===== src/rtl/gcd_ctrl.sv =====
`default_nettype none
// ============================================================================
// Module      : gcd_ctrl
// Description : Moore controller sequencing a subtractive GCD datapath:
//               load, compare/subtract loop, result capture, done pulse,
//               with a bounded iteration count that traps into an error state.
// Revision    : 1.0 - initial release
// ============================================================================
module gcd_ctrl #(
    parameter  int MAX_ITER = 16,
    localparam int ITW      = $clog2(MAX_ITER + 1)
) (
    input  logic           clk,
    input  logic           reset,
    input  logic           start,
    input  logic           abort,
    input  logic           x_eq_y,
    input  logic           x_gt_y,
    input  logic           x_zero,
    input  logic           y_zero,
    output logic           sel_x,
    output logic           sel_y,
    output logic           ld_x,
    output logic           ld_y,
    output logic           ld_gcd,
    output logic           gcd_sel,
    output logic           busy,
    output logic           done,
    output logic           err,
    output logic [ITW-1:0] iter_cnt
);

    localparam logic [ITW-1:0] c_max_iter = ITW'(MAX_ITER);
    localparam logic [ITW-1:0] c_one      = ITW'(1);

    typedef enum logic [2:0] {
        S_IDLE   = 3'd0,
        S_LOAD   = 3'd1,
        S_CMP    = 3'd2,
        S_SUB_X  = 3'd3,
        S_SUB_Y  = 3'd4,
        S_FINISH = 3'd5,
        S_DONE   = 3'd6,
        S_ERR    = 3'd7
    } state_t;

    state_t         state_q, state_d;
    logic [ITW-1:0] iter_q, iter_d;
    logic           gcd_sel_q, gcd_sel_d;
    logic           sel_x_q, sel_x_d;
    logic           sel_y_q, sel_y_d;
    logic           ld_x_q, ld_x_d;
    logic           ld_y_q, ld_y_d;
    logic           ld_gcd_q, ld_gcd_d;
    logic           busy_q, busy_d;
    logic           done_q, done_d;
    logic           err_q, err_d;
    logic           w_busy_now;

    assign w_busy_now = state_q inside {S_LOAD, S_CMP, S_SUB_X, S_SUB_Y, S_FINISH};

    always_comb begin
        state_d   = state_q;
        iter_d    = iter_q;
        gcd_sel_d = gcd_sel_q;

        case (state_q)
            S_IDLE:   if (start) state_d = S_LOAD;
            S_ERR:    if (start) state_d = S_LOAD;
            S_LOAD:   state_d = S_CMP;
            S_CMP: begin
                if (y_zero || x_eq_y) begin
                    state_d   = S_FINISH;
                    gcd_sel_d = 1'b0;
                end else if (x_zero) begin
                    state_d   = S_FINISH;
                    gcd_sel_d = 1'b1;
                end else if (iter_q == c_max_iter) begin
                    state_d = S_ERR;
                end else if (x_gt_y) begin
                    state_d = S_SUB_X;
                end else begin
                    state_d = S_SUB_Y;
                end
            end
            S_SUB_X:  state_d = S_CMP;
            S_SUB_Y:  state_d = S_CMP;
            S_FINISH: state_d = S_DONE;
            S_DONE:   state_d = S_IDLE;
            default:  state_d = S_IDLE;
        endcase

        // Abort beats every other transition and leaves the result source untouched.
        if (abort && w_busy_now) begin
            state_d   = S_IDLE;
            gcd_sel_d = gcd_sel_q;
        end

        if (state_d == S_LOAD) begin
            iter_d = '0;
        end else if ((state_d == S_SUB_X || state_d == S_SUB_Y) && iter_q != c_max_iter) begin
            iter_d = iter_q + c_one;
        end

        // Outputs are decoded from the next state so they register in step with it.
        sel_x_d  = (state_d == S_SUB_X);
        sel_y_d  = (state_d == S_SUB_Y);
        ld_x_d   = (state_d == S_LOAD) || (state_d == S_SUB_X);
        ld_y_d   = (state_d == S_LOAD) || (state_d == S_SUB_Y);
        ld_gcd_d = (state_d == S_FINISH);
        busy_d   = state_d inside {S_LOAD, S_CMP, S_SUB_X, S_SUB_Y, S_FINISH};
        done_d   = (state_d == S_DONE);
        err_d    = (state_d == S_ERR);
    end

    always_ff @(posedge clk or posedge reset) begin
        if (reset) begin
            state_q   <= S_IDLE;
            iter_q    <= '0;
            gcd_sel_q <= 1'b0;
            sel_x_q   <= 1'b0;
            sel_y_q   <= 1'b0;
            ld_x_q    <= 1'b0;
            ld_y_q    <= 1'b0;
            ld_gcd_q  <= 1'b0;
            busy_q    <= 1'b0;
            done_q    <= 1'b0;
            err_q     <= 1'b0;
        end else begin
            state_q   <= state_d;
            iter_q    <= iter_d;
            gcd_sel_q <= gcd_sel_d;
            sel_x_q   <= sel_x_d;
            sel_y_q   <= sel_y_d;
            ld_x_q    <= ld_x_d;
            ld_y_q    <= ld_y_d;
            ld_gcd_q  <= ld_gcd_d;
            busy_q    <= busy_d;
            done_q    <= done_d;
            err_q     <= err_d;
        end
    end

    assign sel_x    = sel_x_q;
    assign sel_y    = sel_y_q;
    assign ld_x     = ld_x_q;
    assign ld_y     = ld_y_q;
    assign ld_gcd   = ld_gcd_q;
    assign gcd_sel  = gcd_sel_q;
    assign busy     = busy_q;
    assign done     = done_q;
    assign err      = err_q;
    assign iter_cnt = iter_q;

endmodule
`default_nettype wire


===== config.mk =====
export PLATFORM = sky130hd
export DESIGN_NAME = gcd_ctrl
export DESIGN_NICKNAME = d
export VERILOG_FILES = /design/src/rtl/gcd_ctrl.sv
export SDC_FILE = /design/constraint.sdc
export NUM_CORES = 1
export LEC_CHECK = 0
export CAP_MARGIN = 20
export CORE_UTILIZATION = 45
export DETAILED_ROUTE_END_ITERATION = 16
export GPL_TIMING_DRIVEN = 0
export PLACE_DENSITY = 0.74
export REMOVE_ABC_BUFFERS = 1
export SLEW_MARGIN = 20
export SYNTH_ARGS = -nofsm -noshare
export SYNTH_HDL_FRONTEND = slang
export SYNTH_SLANG_ARGS = --single-unit

===== constraint.sdc =====
create_clock -name clk -period 2.6 [get_ports clk]
set_input_delay 0.65 -clock clk [delete_from_list [all_inputs] [get_ports clk]]
set_output_delay 0.65 -clock clk [all_outputs]
set_load 0.01 [all_outputs]

Yosys cells after proc, flatten, opt, wreduce, memory -nomap -nowiden
Index checks and enable logic that the tools add are counted.
{"block": "word_totals", "reg_bits": 17, "output_inout_bits": 14}
{"block": "classes", "n_addsub": 1, "eq_ne": 16, "muxes": 11, "bitwise": 1, "reduce_logical": 14}
{"operator": "$eq A3 B3 Y1 const B", "n": 8}
{"operator": "$mux W3", "n": 6}
{"operator": "$pmux W3 S5", "n": 1}
{"operator": "$eq A3 B2 Y1 const B", "n": 4}
{"operator": "$mux W5", "n": 2}
{"operator": "$reduce_bool A5 Y1", "n": 2}
{"operator": "$eq A3 B1 Y1 const B", "n": 2}
{"operator": "$add A5 B1 Y5 const B", "n": 1}
{"operator": "$eq A5 B5 Y1 const B", "n": 1}
{"operator": "$ne A5 B5 Y1 const B", "n": 1}
{"operator": "$logic_or A1 B1 Y1", "n": 4}
{"operator": "$reduce_bool A2 Y1", "n": 2}
{"operator": "$logic_not A3 Y1", "n": 1}
{"operator": "$reduce_and A3 Y1", "n": 1}
{"operator": "$reduce_or A3 Y1", "n": 1}
{"operator": "$logic_and A1 B1 Y1", "n": 2}
{"operator": "$mux W1", "n": 2}
{"operator": "$reduce_or A2 Y1", "n": 1}
{"operator": "$not A1 Y1", "n": 1}

Logic depth before layout (Yosys ltp)
Gate-level depths: netlist (run 1).
{"block": "depth", "word_depth": 11, "depth_mapped": 9, "ltp_nobuf": 9}

Worst setup path before layout (run 1)
OpenSTA, ideal clock, no wires.
{"block": "synth_path", "path_kind": "input to register", "from": "in x_eq_y", "to": "reg iter_q[2] (netlist: iter_cnt[2])", "arrival_ps": 2129, "required_ps": 2480, "setup_slack_ps": 351, "cell_stages": 6, "path_buffers": 0, "cell_sequence": "or4_1 -> o21ai_2 -> nand2_2 -> o32ai_4 -> a211oi_1 -> a31o_1"}
{"block": "synth_between", "elab_chain_len": 8, "word_cells_on_any_way": 11, "cone_classes": "3 x eq/ne; 4 x mux; 4 x reduce/logical"}
{"item": "start: declaration", "line": "17", "rtl": "input logic x_eq_y,"}
{"item": "$logic_or A1 B1 Y1 *", "line": "72", "rtl": "if (y_zero || x_eq_y) begin"}
{"item": "$mux W3 *", "line": "72"}
{"item": "$pmux W3 S5 *", "line": "67", "rtl": "case (state_q)"}
{"item": "$mux W3 *", "line": "94", "rtl": "if (abort && w_busy_now) begin"}
{"item": "$eq A3 B2 Y1 / $eq A3 B3 Y1 (equally long branches)", "line": "101", "rtl": "end else if ((state_d == S_SUB_X || state_d == S_SUB_Y) && iter_q != c_max_iter) begin"}
{"item": "$logic_or A1 B1 Y1", "line": "101"}
{"item": "$logic_and A1 B1 Y1", "line": "101"}
{"item": "$reduce_bool A2 Y1 (no source line)"}
{"item": "end signal: assignment", "line": "131", "rtl": "iter_q <= iter_d;"}
{"item": "end: declaration", "line": "48", "rtl": "logic [ITW-1:0] iter_q, iter_d;"}
Every way passes the cells marked *; elsewhere a longest branch is shown, timed or not.
A chain may end at the register's enable or synchronous reset.

Worst setup path in the final report (run 1)
Ends and elaborated chain as after synthesis.

==> out/results.txt, run 1 <==
Die Wd: 46.1 um
Top cell type's share of synthesized area: 48.6%
Post-Syn Area: 876 um^2
Post-synth top cells: dfrtp_1 (17), inv_1 (8), nand2_1 (8), nor2_1 (7)
Top_reg_cell synth: dfrtp_1
Core Util, Final: 65.6%
Fin crit period: 2510 ps
CTS Root Cell: clkbuf_4
Clock transition at path regs: 100 ps
Number of synthesized register bits: 17
Ys async rst share: 100%
Launch point of the worst path: x_eq_y
Clock Sinks: 17
Unrepaired setup endpoints after global routing: false
CP max FO: 8
Max Clock Freq: 398 MHz
Number of global-route vias before repair: 629
Reg2reg start: iter_cnt[0]
Critical path class: in -> reg
Relative slew slack: 59.6%
ANT cells: 0
Fin. max-slew vios: 0
CP required: 2830 ps
Post-synthesis cell type count: 34
Max VDD drop: 475 uV
Total of max-cap violations: 0
Clk pwr share: 16.0%
Clk buf depth: 2
PortBufs: 21
# IOs: 22
Leakage: 0.000509 uW
Dominant cell type by area after synthesis: dfrtp_1
DR vias: 693
Initial antenna violation count: 0
Ys Warns: 0
Hpwl dp: 1.23 mm
Post-synth EDFFs: 0
Met2 routed WL: 687 um
CTS tree: done
Syn Area/Cell: 10.4 um^2
CTS Buf Count: 3
Die area: 2130 um^2
First-pass DRT Iterations: 3
Gr usage total: 17.2%
Register share of total power: 41.5%
Row count: 15
Top Layer Used: met4
Final setup viols: 0
WL met3: 74 um
CTS Hold Bufs: 0
Setup Skew: 1.65 ps
Die H: 46.1 um
Crit path DAT: 2740 ps
Detail Route Antenna Nets: 0
DRT iter0 DRCs: 9
Number of vias per cell: 5.13
Register area share after synthesis: 48.6%
Post-route DRC: 0
Wire per inst: 11.5 um
Final worst path period share: 96.6%
Min-delay src: gcd_sel
WL final: 1.55 mm
First-pass GRT wire length: 2.54 mm
Switching share of total power: 35.1%
Run status: completed
Clk_lat worst skew: 290 ps
Hold Path Class: reg -> reg
Hold Vio Cnt, Final: 0
# nets final: 121
Internal power: 572 uW
Area delta synth->final: 33.6%
RD Place Congestion: 0.750
Leading post-synthesis cells by cell area: dfrtp_1 (49%), nor3b_4 (4.3%), inv_1 (3.4%), nand2_1 (3.4%), o32ai_4 (3.1%)
H-tree Lvls: 1
Comb pwr share: 42.5%
Total gr overflow: 0
Mapped Cells: 84
PwrDens: 754 nW/um^2
Worst Max-Slew Pin Slew: 605 ps
Fill cell total of the finished layout: 146
Fraction of layout cells with a size suffix above 1: 14.5%
Total core area: 1780 um^2
Initial Utilization: 49.1%
Final Total Pwr: 882 uW
Met1 WL: 776 um
Sw power: 310 uW
Worst Setup End Kind: register
Startpoint Class: input pin
Most frequent cell after synthesis: dfrtp_1
Largest net degree at the start of global routing: 18
critical path: stages:
cell and delay, ps:
clkdlybuf4s50_1 450, or4_1 560, o21ai_2 200, o2bb2ai_1 210, o32ai_4 150, buf_12 160
a211oi_1 240, a31o_1 130
flip-flops by register name, indices dropped and copies added, names as in the netlist:
signal    count
busy          1
ld_y          1
sel_y         1
state_q       3
ld_x          1
done          1
ld_gcd        1
sel_x         1
gcd_sel       1
err           1
iter_cnt      5
cell usage in the layout, fill, tap and decap left out, drive strengths merged, types with 2 or more instances in the layout:
master	netlist	routed
nor2	7	7
a21o	2	2
a21oi	4	4
nor3b	2	2
nor3	4	4
a211o	2	2
o21ai	2	2
nand3	2	2
nand2	9	9
nor2b	2	2
and3	3	3
inv	8	8
or2	2	2
clkbuf	0	3
clkinv	1	2
clkdlybuf4s50	0	21
ha	2	2
dfrtp	17	17
final timing paths:
kind / endpoint / slack (ps) / cells after the start
worst min register to register: gcd_sel / 530 / 2
max in group asynchronous: sel_y / 1490 / 2
worst max register to register: iter_cnt[2] / 310 / 9
min in group asynchronous: iter_cnt[0] / 720 / 2
worst max-delay path: iter_cnt[2] / 90 / 8
worst min-delay path: gcd_sel / 530 / 2
stage by stage:
step	setup TNS, ps	cell area (um^2)	instances	setup WS (ps)	hold slack, ps
floorplan	0	876	84	351	540
global placement	-988	1120	130	-220	498
detailed placement	-928	1120	130	-213	514
CTS	0	1140	134	91.0	537
global route	0	1170	135	12.4	577
finish	0	1170	135	88.6	531
power by group through the flow:
stage | Combinational [uW] | Clock [uW] | Sequential (uW)
after floorplan | 214 | 0 | 386
after global placement | 364 | 0 | 369
after detailed placement | 368 | 0 | 371
after CTS | 370 | 147 | 365
after global routing | 416 | 154 | 374
final | 375 | 141 | 366
cells by family after synthesis:
| logic type | after synthesis | share of synthesized area, % |
|---|---|---|
| mux | 1 | 1.14 |
| fa+ha+maj | 2 | 2.86 |
| simple gates | 34 | 23.3 |
| xor+xnor | 1 | 1.00 |
| buf+inv | 9 | 3.86 |
| compound gates | 20 | 19.3 |
| flops | 17 | 48.6 |
routing by layer:
| layer | vias up | global-route usage (%) |
|---|---|---|
| li1 | 349 | - |
| met1 | 322 | 22.4 |
| met2 | 18 | 27.3 |
| met3 | 4 | 3.14 |
| met4 | 0 | 8.82 |
| met5 | - | 0 |
timing repair:
item,in CTS,in global routing
gates resized for setup,0,1
buffers inserted,0,1
setup endpoints to repair,0,3
hold endpoints to repair,0,0
cell type report:
class                      instances  area (um^2)  area share (%)
timing repair buffer              22          230            19.7
inverter                           9         33.8            2.89
tap                               25         31.3            2.67
clock inverter                     1         5.00           0.428
multi-input combinational         58          422            36.0
sequential                        17          425            36.4
clock buffer                       3         22.5            1.93
No activity file was read; power rests on OpenSTA's default activity.
==> inputs of run 2 (changes only) <==
--- a/config.mk
+++ b/config.mk
@@ -6,6 +6,7 @@
 export NUM_CORES = 1
 export LEC_CHECK = 0
 export CAP_MARGIN = 20
+export CORE_MARGIN = 1.5
 export CORE_UTILIZATION = 45
 export DETAILED_ROUTE_END_ITERATION = 16
 export GPL_TIMING_DRIVEN = 0
==> run 2 against run 1 <==
  * Final cell count down 0.74%
  * Clock power about the same
  * Via count down 3.2%
  * Critical path type unchanged
  * Routed wire length up 3.9%
  * Critical path depth down 1
  * First-iteration DRC count down 33%
  * Count of clock-buffer cells in the layout unchanged
  * Die area up 4.4%
  * Largest cell class unchanged
  * Clock skew about the same
==> out/results.txt, run 2 (synthesis gave the netlist of run 1 again) <==
Crit path DAT: 2680 ps (was 2740 ps)
# IOs: 22 (unchanged)
Detail Route Antenna Nets: 0 (unchanged)
Area of the multi-input gates: 422 um^2 (unchanged)
Run status: completed (unchanged)
Fin. max-slew vios: 0 (unchanged)
CTS Root Cell: clkbuf_4 (unchanged)
Leakage: 0.000501 uW (was 0.000509 uW)
CP max FO: 8 (unchanged)
CP required: 2790 ps (was 2830 ps)
Row count: 15 (unchanged)
Sw power: 310 uW (about the same)
Most common cell after layout, fill and taps aside: clkdlybuf4s50_1 (unchanged)
Die Wd: 47.1 um (was 46.1 um)
Die H: 47.1 um (was 46.1 um)
DR vias: 671 (was 693)
Startpoint Class: input pin (unchanged)
Largest incremental delay on the critical path: 560 ps (about the same)
Dpl cells: 130 (unchanged)
Internal power: 564 uW (was 572 uW)
Gr usage total: 17.3% (was 17.2%)
Hpwl dp: 1.20 mm (was 1.23 mm)
Area delta synth->final: 31.3% (was 33.6%)
WL final: 1.61 mm (was 1.55 mm)
DRT iter0 DRCs: 6 (was 9)
Number of global-route vias before repair: 632 (was 629)
Fin crit period: 2490 ps (was 2510 ps)
M3 GR Usage: 3.85% (was 3.14%)
Comb pwr share: 42.0% (was 42.5%)
RD Place Congestion: 0.753 (was 0.750)
Die area: 2220 um^2 (was 2130 um^2)
Worst-path cell chain: clkdlybuf4s50_1, or4_1, o21ai_2, nand2_2, o32ai_4, a211oi_1, a31o_1 (was clkdlybuf4s50_1, or4_1, o21ai_2, o2bb2ai_1, o32ai_4, buf_12, a211oi_1, a31o_1)
Relative slew slack: 57.8% (was 59.6%)
PwrDens: 760 nW/um^2 (was 754 nW/um^2)
Grt met1 use: 23.2% (was 22.4%)
Worst path top cell family by delay: compound AO/OA/AOI/OAI gates (unchanged)
Clk buf depth: 2 (unchanged)
Clk_lat worst skew: 290 ps (about the same)
Reg2reg start: iter_cnt[0] (unchanged)
Non-Filler Instances: 134 (was 135)
Post-route setup TNS: 0 ps (unchanged)
Hold Vio Cnt, Final: 0 (unchanged)
CP max-delay cell: or4_1 (unchanged)
Initial Utilization: 49.1% (unchanged)
Critical path class: in -> reg (unchanged)
Worst Setup End Kind: register (unchanged)
Most frequent cells in the layout: clkdlybuf4s50_1 (21), dfrtp_1 (17), inv_1 (8), nand2_1 (8), nor2_1 (7) (unchanged)
Setup Skew: 1.23 ps (was 1.65 ps)
# nets final: 120 (was 121)
Fill cell total of the finished layout: 156 (was 146)
GR peak layer: met2 (unchanged)
Fraction of layout cells with a size suffix above 1: 13.8% (was 14.5%)
Post-route DRC: 0 (unchanged)
Number of vias per cell: 5.01 (was 5.13)
Largest net degree at the start of global routing: 18 (unchanged)
Clk pwr share: 16.4% (was 16.0%)
Pre-CTS setup slack: -222 ps (was -213 ps)
Hold Path Class: reg -> reg (unchanged)
Worst Max-Slew Pin Slew: 633 ps (was 605 ps)
CTS Hold Bufs: 0 (unchanged)
Critical path buffers and inverters: 1 (was 2)
Initial antenna violation count: 0 (unchanged)
Dpl cell area: 1120 um^2 (unchanged)
Max Clock Freq: 401 MHz (was 398 MHz)
Fin area: 1150 um^2 (was 1170 um^2)
Total of max-cap violations: 0 (unchanged)
Total gr overflow: 0 (unchanged)
Final worst path period share: 95.8% (was 96.6%)
Total core area: 1780 um^2 (unchanged)
PortBufs: 21 (unchanged)
Launch point of the worst path: x_eq_y (unchanged)
Switching share of total power: 35.4% (was 35.1%)
Unrepaired setup endpoints after global routing: false (unchanged)
Final setup viols: 0 (unchanged)
Final Total Pwr: 874 uW (was 882 uW)
H-tree Lvls: 1 (unchanged)
Clock Sinks: 17 (unchanged)
Register share of total power: 41.6% (was 41.5%)
Final Worst Setup Slack: 109 ps (was 88.6 ps)
Largest register FFs: 5 (unchanged)
First-pass GRT wire length: 2.66 mm (was 2.54 mm)
Clock transition at path regs: 100 ps (about the same)
Min-delay src: gcd_sel (unchanged)
First-pass DRT Iterations: 4 (was 3)
ANT cells: 0 (unchanged)
Wire per inst: 12.0 um (was 11.5 um)
Max VDD drop: 453 uV (was 475 uV)
Met2 Use GR: 26.6% (was 27.3%)
CTS tree: done (unchanged)
Register area: 425 um^2 (unchanged)
CTS Buf Count: 3 (unchanged)
-- run 2: changes by cell type in the layout (fill, tap and decap cells not counted) --
| cell | delta |
|---|---|
| buf_12 | -1 |
-- run 2: area by class of cell --
cell class | instances | share of cell area (%)
clock inverters | 1 | 0.435
multi-input cells | 58 | 36.7
well taps | 25 | 2.72
repair buffers | 21 | 18.3
clock buffers | 3 | 1.96
inverters | 9 | 2.94
flip-flops and latches | 17 | 37.0
-- run 2: metrics by stage --
stage               util (%)  hold WS (ps)
floorplan                  -           540
CTS                     64.2           519
global route            64.5           555
global placement        62.7           488
finish                  64.5           512
detailed placement      62.7           495
-- run 2: power by group through the flow --
stage               combinational, uW  clock [uW]  sequential, uW
finish                            367         143             364
detailed placement                369           0             369
CTS                               372         151             364
floorplan                         214           0             386
global route                      415         160             372
global placement                  364           0             368
-- run 2: tightest hold or removal path, stage by stage (launching register included) --
cell	delay, ps
dfrtp_1	350
o21ai_0	70
o41ai_1	60
-- run 2: path summary, 6_finish.rpt --
kind	endpoint	slack (ps)	depth (start not counted)
max in group asynchronous	iter_cnt[3]	1470	2
setup / recovery	iter_cnt[2]	110	7
setup reg to reg	iter_cnt[2]	270	8
min in group asynchronous	iter_cnt[0]	730	2
hold / removal	gcd_sel	510	2
hold reg to reg	gcd_sel	510	2
-- run 2: what timing repair did --
item / CTS / global route
endpoints found under the setup margin: 0 / 1
gates resized for setup: 0 / 1
buffers inserted: 0 / 0
-- run 2: per-layer routing --
| layer | part of all wire, % | vias up |
|---|---|---|
| li1 | - | 350 |
| met1 | 48 | 301 |
| met2 | 45 | 18 |
| met3 | 5.7 | 2 |
| met4 | 0.74 | 0 |
| met5 | 0 | - |
==> inputs of run 3 (changes only) <==
--- a/config.mk
+++ b/config.mk
@@ -16,3 +16,4 @@
 export SYNTH_ARGS = -nofsm -noshare
 export SYNTH_HDL_FRONTEND = slang
 export SYNTH_SLANG_ARGS = --single-unit
+export TNS_END_PERCENT = 20
==> results of run 3 <==
The final DEF is identical to that of run 2; final timing and power are the same.
